`src/rtl/stream_packer_w1r1.sv`:
```
// Packs RATIO narrow words into one wide beat; the beat appears one cycle after its completing accept.
// o_ready drops only while a beat is held and i_ready is low. i_cg=0 freezes all state and blocks both handshakes.
module stream_packer_w1r1 #(
  parameter int WIDTH = 8,
  parameter int RATIO = 4
) (
  input  logic                       i_clk,
  input  logic                       i_rst_n,
  input  logic                       i_cg,
  input  logic                       i_flush,
  input  logic [WIDTH-1:0]           i_data,
  input  logic                       i_last,
  input  logic                       i_valid,
  output logic                       o_ready,
  output logic [RATIO*WIDTH-1:0]     o_data,
  output logic [RATIO-1:0]           o_keep,
  output logic                       o_last,
  output logic                       o_valid,
  input  logic                       i_ready,
  output logic [$clog2(RATIO+1)-1:0] o_nFilled
);

  localparam int IDX_W = $clog2(RATIO);
  localparam int NF_W  = $clog2(RATIO + 1);
  localparam int DW    = RATIO * WIDTH;

  typedef struct packed {
    logic [DW-1:0]    dat;
    logic [RATIO-1:0] keep;
    logic             last;
  } beat_t;

  logic [IDX_W-1:0] idx_q, idx_d;
  logic [DW-1:0]    acc_q, acc_d;
  beat_t            out_q, out_d;
  logic             out_valid_q, out_valid_d;

  logic [DW-1:0]    merged;
  logic [RATIO-1:0] keep_mask;
  logic             accept, pop, complete;

  assign o_valid   = i_cg & out_valid_q;
  assign o_ready   = i_cg & (~out_valid_q | i_ready);
  assign o_data    = out_q.dat;
  assign o_keep    = out_q.keep;
  assign o_last    = out_q.last;
  assign o_nFilled = NF_W'(idx_q);

  always_comb begin
    accept   = o_ready & i_valid;
    pop      = o_valid & i_ready;
    complete = accept & ((idx_q == IDX_W'(RATIO - 1)) | i_last);

    // Lanes above idx_q are already zero in acc_q, so the merge leaves them clean.
    merged    = acc_q;
    keep_mask = '0;
    for (int k = 0; k < RATIO; k++) begin
      if (IDX_W'(k) == idx_q) merged[k*WIDTH +: WIDTH] = i_data;
      keep_mask[k] = (IDX_W'(k) <= idx_q);
    end

    idx_d       = idx_q;
    acc_d       = acc_q;
    out_d       = out_q;
    out_valid_d = out_valid_q;

    if (i_cg && i_flush) begin
      idx_d       = '0;
      acc_d       = '0;
      out_valid_d = 1'b0;
    end else if (complete) begin
      // A simultaneous pop is absorbed here: the register reloads and stays valid.
      out_d.dat   = merged;
      out_d.keep  = keep_mask;
      out_d.last  = i_last;
      out_valid_d = 1'b1;
      idx_d       = '0;
      acc_d       = '0;
    end else begin
      if (accept) begin
        acc_d = merged;
        idx_d = idx_q + IDX_W'(1);
      end
      if (pop) out_valid_d = 1'b0;
    end
  end

  always_ff @(posedge i_clk) begin
    if (!i_rst_n) begin
      idx_q       <= '0;
      acc_q       <= '0;
      out_q       <= '0;
      out_valid_q <= 1'b0;
    end else begin
      idx_q       <= idx_d;
      acc_q       <= acc_d;
      out_q       <= out_d;
      out_valid_q <= out_valid_d;
    end
  end

endmodule

```
`config.mk`:
```
export PLATFORM = sky130hd
export DESIGN_NAME = stream_packer_w1r1
export DESIGN_NICKNAME = d
export VERILOG_FILES = /design/src/rtl/stream_packer_w1r1.sv
export SDC_FILE = /design/constraint.sdc
export NUM_CORES = 1
export LEC_CHECK = 0
export CAP_MARGIN = 20
export CORE_ASPECT_RATIO = 0.9
export CORE_MARGIN = 8
export CORE_UTILIZATION = 45
export CTS_CLUSTER_DIAMETER = 100
export DETAILED_ROUTE_END_ITERATION = 7
export GPL_ROUTABILITY_DRIVEN = 0
export PLACE_DENSITY = 0.69
export RECOVER_POWER = 25
export SLEW_MARGIN = 5
export SYNTH_ARGS = -nofsm -noshare
export SYNTH_HDL_FRONTEND = slang
export SYNTH_SLANG_ARGS = --single-unit
```
`constraint.sdc`:
```
create_clock -name i_clk -period 2 [get_ports i_clk]
set_input_delay 0.4 -clock i_clk [delete_from_list [all_inputs] [get_ports i_clk]]
set_output_delay 0.4 -clock i_clk [all_outputs]
set_load 0.01 [all_outputs]
```
### Yosys cells after proc, flatten, opt, wreduce, memory -nomap -nowiden

Index checks and enable logic that the tools add are counted.

* output and inout port bits: 42
* word-level logic and storage cells: 37
* register bits: 72

* eq/ne operators: 4
* bitwise operators: 10
* reduce and logical (&&, ||, !) cells: 6
* order comparisons: 4
* add/sub/neg operators: 1
* multiplexer cells: 6

Operators with widths (number)
* 8-bit 2-to-1 mux: 4
* 1-bit AND: 5
* 2-bit == test, first input constant: 2
* 1-bit by 2-bit <= comparator with 1-bit output, first input constant: 2
* 2-bit <= comparator, first input constant: 2
* 1-bit inverter: 3
* 3-bit OR reduction: 1
* 2-bit by 1-bit adder with 2-bit output, second input constant: 1
* 1-bit by 2-bit == test with 1-bit output, first input constant: 1
* 2-bit == test, second input constant: 1
* 2-bit logical NOT: 1
* 1-bit 2-to-1 mux: 2
* 1-bit bitwise OR: 2
* 2-bit AND reduction: 1
* 2-bit nonzero test: 1
* 2-bit OR reduction: 1
* 1-bit logical AND: 1

### Logic depth before layout (Yosys ltp)

Gate-level depths: netlist (run 1).

* word-level depth: 6
* depth in mapped cells: 7
* mapped depth without buffers: 5

### Least setup slack after synthesis (run 1)

No wires, ideal clock.

* kind: reg-to-reg
* start point: reg idx_q[1]
* end point: reg acc_q[11]
* arrival time: 1.542 ns
* cell stages (with the launch flop): 7
* path buffers: 2
* library setup time: 0.136 ns
* path slack: 0.322 ns
* period minus slack after synthesis: 1.678 ns
* cells stage by stage: dfxtp_1 -> ha_1 -> buf_2 -> nor2_1 -> o311ai_4 -> buf_2 -> a211oi_1

* word-level cells in the longest chain between the ends: 4

RTL lines
* from (decl): RTL line 33 `logic [IDX_W-1:0] idx_q, idx_d;`
* from (signal assigned): RTL line 95 `idx_q <= idx_d;`
* 2-bit == test: RTL line 52 `complete = accept & ((idx_q == IDX_W'(RATIO - 1)) | i_last);`
* 1-bit bitwise OR: RTL line 52
* 1-bit AND: RTL line 52
* 3-bit OR reduction (no source line)
* to (signal assigned): RTL line 91 `acc_q <= '0;`
* to (signal assigned): RTL line 96 `acc_q <= acc_d;`
* to (decl): RTL line 34 `logic [DW-1:0] acc_q, acc_d;`

Several ways; a longest one is shown, not always the timed one.
A chain may end at the register's enable or synchronous reset.

### Worst setup path in the final report (run 1)

* start point: in i_ready
* end point: reg acc_q[15]

* word-level cells in the longest chain between the ends: 5

RTL lines
* from (decl): RTL line 19 `input logic i_ready,`
* 1-bit bitwise OR *: RTL line 43 `assign o_ready = i_cg & (~out_valid_q | i_ready);`
* 1-bit AND *: RTL line 43
* 1-bit AND *: RTL line 50 `accept = o_ready & i_valid;`
* 1-bit AND: RTL line 52
* 3-bit OR reduction (no source line)

Mark *: on every way between the ends. The rest lies on a longest branch, timed or not.

==> results of run 1 <==
registers in the layout, indices dropped and copies added, names as in the netlist:
| register | flops |
|---|---|
| idx_q | 2 |
| o_last | 1 |
| o_keep | 4 |
| o_data | 32 |
| out_valid_q | 1 |
| acc_q | 32 |
cell usage in the layout (no fill, tap or decap), drive strengths merged, types with 15 or more instances in the layout:
cell type and instances:
dfxtp 72, clkdlybuf4s50 42, mux2i 36, nand2 34, mux2 32, and2 30
a21oi 26, a211oi 19, nor2b 19, buf 16, clkbuf 15
layout make-up:
type                    instances  area [µm²]
clock inverters                 3        40.0
clock buffers                  12         165
inverters                       4        15.0
fillers                       681        3170
multi-input cells             229        1750
well taps                      96         120
flip-flops and latches         72        1440
repair buffers                 73         698
cells by family after synthesis:
group,synth area share
simple gates,0.152
buf+inv,0.0514
other cells,0.00112
compound gates,0.120
mux,0.228
fa+ha+maj,0.0186
flops,0.429
tightest hold or removal path: stages (launching register included):
cell and delay (ps):
dfxtp_1 310, nand2_1 50, mux2i_1 50
synthesized netlist by cell type:
library cell,n,area (µm²)
a211oi_1,19,143
a21boi_0,2,15.0
a21oi_1,26,130
and2_1,30,188
and2b_1,1,7.51
buf_2,12,60.1
buf_4,3,22.5
buf_6,3,33.8
clkbuf_1,11,41.3
conb_1,1,3.75
dfxtp_1,72,1440
ha_1,5,62.6
inv_1,4,15.0
mux2_2,20,225
mux2_4,12,180
mux2i_1,36,360
nand2_1,34,128
nand2b_1,2,12.5
nand3_1,2,10.0
nand4_1,5,31.3
nor2_1,1,3.75
nor2_2,1,6.26
nor2b_1,19,119
nor3_1,1,5.00
o2111ai_2,1,15.0
o211a_1,1,10.0
o21ai_0,3,15.0
o311a_1,1,10.0
o311ai_4,1,26.3
o31ai_1,5,37.5
routing by layer:
metal,GRT usage,part of all wire,vias up
li1,-,-,1272
met4,0.0832,0.022,0
met1,0.194,0.47,1184
met5,0,0,-
met3,0.0441,0.060,11
met2,0.229,0.45,63
how the worst max path moves through the flow:
stage                  start         to
floorplan           idx_q[1]  acc_q[11]
global placement     i_ready    o_ready
detailed placement   i_ready    o_ready
CTS                     i_cg    o_valid
global route         i_ready  acc_q[15]
finish               i_ready  acc_q[15]
through the flow:
step                       util  setup slack [ps]  instance area [µm²]  hold slack, ps  cells
after floorplan               -               322                 3360             426    334
after CTS                 0.577              12.7                 4270             462    489
after global routing      0.572              59.2                 4230             478    489
after detailed placement  0.549             -66.3                 4060             441    474
final                     0.572               129                 4230             454    489
after global placement    0.549             -39.0                 4060             438    474
what timing repair did:
item | CTS | global route
endpoints found under the hold margin | 0 | 0
buffers inserted | 0 | 0
gates resized for setup | 1 | 1
endpoints found under the setup margin | 1 | 1
hold buffers | 0 | 0
power breakdown:
group	total (W)	switching [W]	internal (W)
clock network	0.00118	0.000514	0.000667
registers	0.00148	0.0000172	0.00147
logic	0.000321	0.000174	0.000147
total	0.00299	0.000705	0.00228
==> results_dict.tcl, run 1 <==
set metrics [dict create \
    clock-root-buffer "clkbuf_8" \
    vias 2530 \
    drv_slew 0 \
    synth_cell_type_count 30 \
    crit_cells 6 \
    portBuffers 55 \
    hold_path.startpoint "o_data[2]" \
    worstPathCellList "clkdlybuf4s50_1 > buf_4 > and2b_1 > o311ai_4 > buf_2 > a211oi_1" \
    antenna_left 0 \
    clock_latency_ps 340 \
    antenna_cells 0 \
    yosys_warnings 0 \
    synthCells 334 \
    cp_slowest_cell "clkdlybuf4s50_1" \
    finalHoldViolations 0 \
    p_leak_nw 1.75 \
    routed_via_density 5.17 \
    r2r_slack_ps 220 \
    syn_nets 354 \
    grt-ovfl-total 0 \
    avgRoutedWirePerCell_um 15.7 \
    placementRows 30 \
    power_w 0.00299 \
    drtPass1Iterations 4 \
    die_h_um 98.0 \
    grt_setup_unrepaired "no" \
    final_nets 409 \
    drv_cap 0 \
    cts_tree "yes" \
    drt_iter0_drc 91 \
    cpPeakStageDelay_ps 470 \
    grtUsageTotal 0.154 \
    cp_num_buf_inv 3 \
    reg2reg_depth 5 \
    finalWirelength_um 7660 \
    p_per_area_nw_per_um2 706 \
    relSlewSlack 0.602 \
    critical_path.top_delay_family "buffers and inverters" \
    cts_sinks 72 \
    status "finished, final reports clean" \
    path_class "primary input to register" \
    start_util 0.454 \
    drive_gt1_frac 0.168 \
    core-area_um2 7390 \
    max_clock_freq_ghz 0.534 \
    grt_max_degree 35 \
    h-tree-depth 3 \
    grt_pass1_wl_um 13000 \
    antenna_found_initial 0 \
    skew_ps 6.22 \
    area_delta_synth_final_pct 25.9 \
    numCtsBuffers 9 \
    reg2reg_to "acc_q[15]" \
    num_io_pins 57 \
    timing.rr.start "idx_q[1]" \
    grt_pass1_vias 2602 \
    syn_area_per_cell_um2 10.1 \
    end_kind "register" \
    die-area_um2 10500 \
    min_path_type "register to register" \
    path_clk_slew_ps 70 \
    setup_viol 0 \
    whs_path_depth 2 \
    critPathArrivalTime_ps 2070 \
    worstMarginPinSlew_ps 597 \
    post-route-period-util 0.936 \
    period_needed_ps 1870 \
    ys_seq_area_frac 0.429 \
    die_w_um 107 \
    fin_setup_tns_ps 0 \
    cp-start-kind "primary input" \
    clk_path_buf_depth 2 \
    vdd_drop_max_uv 319 \
    synth_seq_cells 72 \
    syn_area_um2 3360 \
    path_max_fanout 26 \
    remaining_drc_errors 0 \
    cp.required_ps 2200 \
    place_hpwl_um 5160 \
    whs_endpoint "o_data[2]" \
]
Power figures use the tool's default switching activity.
==> run 2, diff against run 1 <==
--- a/config.mk
+++ b/config.mk
@@ -6,7 +6,6 @@
 export NUM_CORES = 1
 export LEC_CHECK = 0
 export CAP_MARGIN = 20
-export CORE_ASPECT_RATIO = 0.9
 export CORE_MARGIN = 8
 export CORE_UTILIZATION = 45
 export CTS_CLUSTER_DIAMETER = 100
==> run 2 against run 1 <==
Effect of this change:
- sequential power about the same
- critical endpoint is now o_valid
- non-clock buffer count decreased by 1
- routed wire length decreased by 0.51%
- critical path type is now primary input to output pin
- first-iteration DRC count increased by 46%
- count of clock-buffer cells in the layout decreased by 2
- sequential share of layout area decreased by 0.39 points
==> results_dict.tcl, run 2 (same netlist as run 1, synthesis figures left out) <==
set metrics [dict create \
    grt-ovfl-total 0 \
    finalWirelength_um 7620 \
    place_ws_ps -92.5 \
    critPathArrivalTime_ps 1450 \
    layout_common_cells "dfxtp_1 (72), clkdlybuf4s50_1 (42), mux2i_1 (36), nand2_1 (34), and2_1 (29)" \
    skew_ps 4.34 \
    grt_max_degree 44 \
    setup_viol 0 \
    grt_pass1_wl_um 12500 \
    die_h_um 102 \
    grtUsageTotal 0.152 \
    die_w_um 102 \
    die-area_um2 10500 \
    cp.required_ps 1600 \
    post-cts-setup-buffers 0 \
    start_util 0.463 \
    grt_pass1_vias 2595 \
    power_w 0.00308 \
    min_path_type "primary input to register" \
    cpPeakStageDelay_ps 600 \
    final_nets 408 \
    placementRows 31 \
    path_clk_slew_ps 70 \
    h-tree-depth 3 \
    routed_via_density 5.14 \
    vdd_drop_max_uv 373 \
    antenna_found_initial 0 \
    vias 2531 \
    clock_latency_ps 340 \
    max_clock_freq_ghz 0.540 \
    path_class "primary input to output pin" \
    remaining_drc_errors 0 \
    path_max_fanout 6 \
    cp-start-kind "primary input" \
    core-area_um2 7250 \
    clk_path_buf_depth 2 \
    cp_slowest_cell "dlygate4sd3_1" \
    postLayoutSetupSlackWorst_ps 147 \
    p_per_area_nw_per_um2 719 \
    final_common_cell "dfxtp_1" \
    area_delta_synth_final_pct 27.3 \
    drv_slew 0 \
    place_hpwl_um 5260 \
    grt_setup_unrepaired "no" \
    utilization 0.590 \
    post-route-period-util 0.927 \
    end_kind "output pin" \
    avgRoutedWirePerCell_um 15.5 \
    antenna_left 0 \
    status "finished, final reports clean" \
    cts_tree "yes" \
    clock-root-buffer "clkbuf_8" \
    period_needed_ps 1850 \
    p_leak_nw 1.75 \
    finalHoldViolations 0 \
    cts_sinks 72 \
    portBuffers 55 \
    drtPass1Iterations 4 \
    drv_cap 0 \
    worstPathCellList "dlygate4sd3_1 > and2_1 > dlygate4sd2_1" \
    numCtsBuffers 9 \
    num_io_pins 57 \
    drive_gt1_frac 0.176 \
    antenna_cells 0 \
    drt_iter0_drc 133 \
]
## run 2: cell count changes in the layout (fill, tap and decap cells not counted), sizes merged
cell          previous run  this run
clkbuf                  15        10
buf                     16        18
bufinv                   1         2
clkinv                   2         3
clkinvlp                 0         1
dlygate4sd2              1         2
dlymetal6s2s             1         0
## run 2: cell type report
type,instances,area [µm²]
Fill cell,660,2980
Multi-Input combinational cell,229,1760
Sequential cell,72,1440
Timing Repair Buffer,72,721
Clock buffer,10,138
Tap cell,99,124
Clock inverter,6,82.6
Inverter,4,15.0
## run 2: path summary, 6_finish.rpt
kind               from           to  slack [ps]  cells after the start
max reg2reg    idx_q[0]   o_data[22]         230                      5
max                i_cg      o_valid         150                      3
min             i_rst_n  out_valid_q         450                      2
min reg2reg  o_data[24]   o_data[24]         450                      2
## run 2: timing repair
item	CTS	global route
hold buffers	0	0
hold endpoints to repair	0	0
resized for setup	2	0
endpoints found under the setup margin	2	0
## run 2: critical path: cells and delay by family
kind,cells,cell delay [ps]
buffers and inverters,2,880
AND/OR/NAND/NOR,1,180
## run 2: stage by stage
stage / setup TNS [ps] / cells / hold slack (ps) / instance area [µm²]
floorplan: 0 / 334 / 426 / 3360
global placement: -55.4 / 476 / 437 / 4060
detailed placement: -325 / 476 / 440 / 4060
CTS: 0 / 492 / 442 / 4280
global route: 0 / 492 / 466 / 4280
finish: 0 / 492 / 445 / 4280
## run 2: power breakdown
| part | internal, W | switching, W | total, W | leakage, nW |
|---|---|---|---|---|
| clock network | 0.000730 | 0.000538 | 0.00127 | 0.112 |
| registers | 0.00147 | 0.0000172 | 0.00148 | 0.583 |
| logic | 0.000152 | 0.000173 | 0.000325 | 1.06 |
## run 2: routing by layer
layer	GRT usage	vias up	part of all wire
met1	0.176	1204	0.45
met3	0.0300	13	0.041
li1	-	1264	-
met5	0	-	0
met4	0.0745	0	0.020
met2	0.260	50	0.49
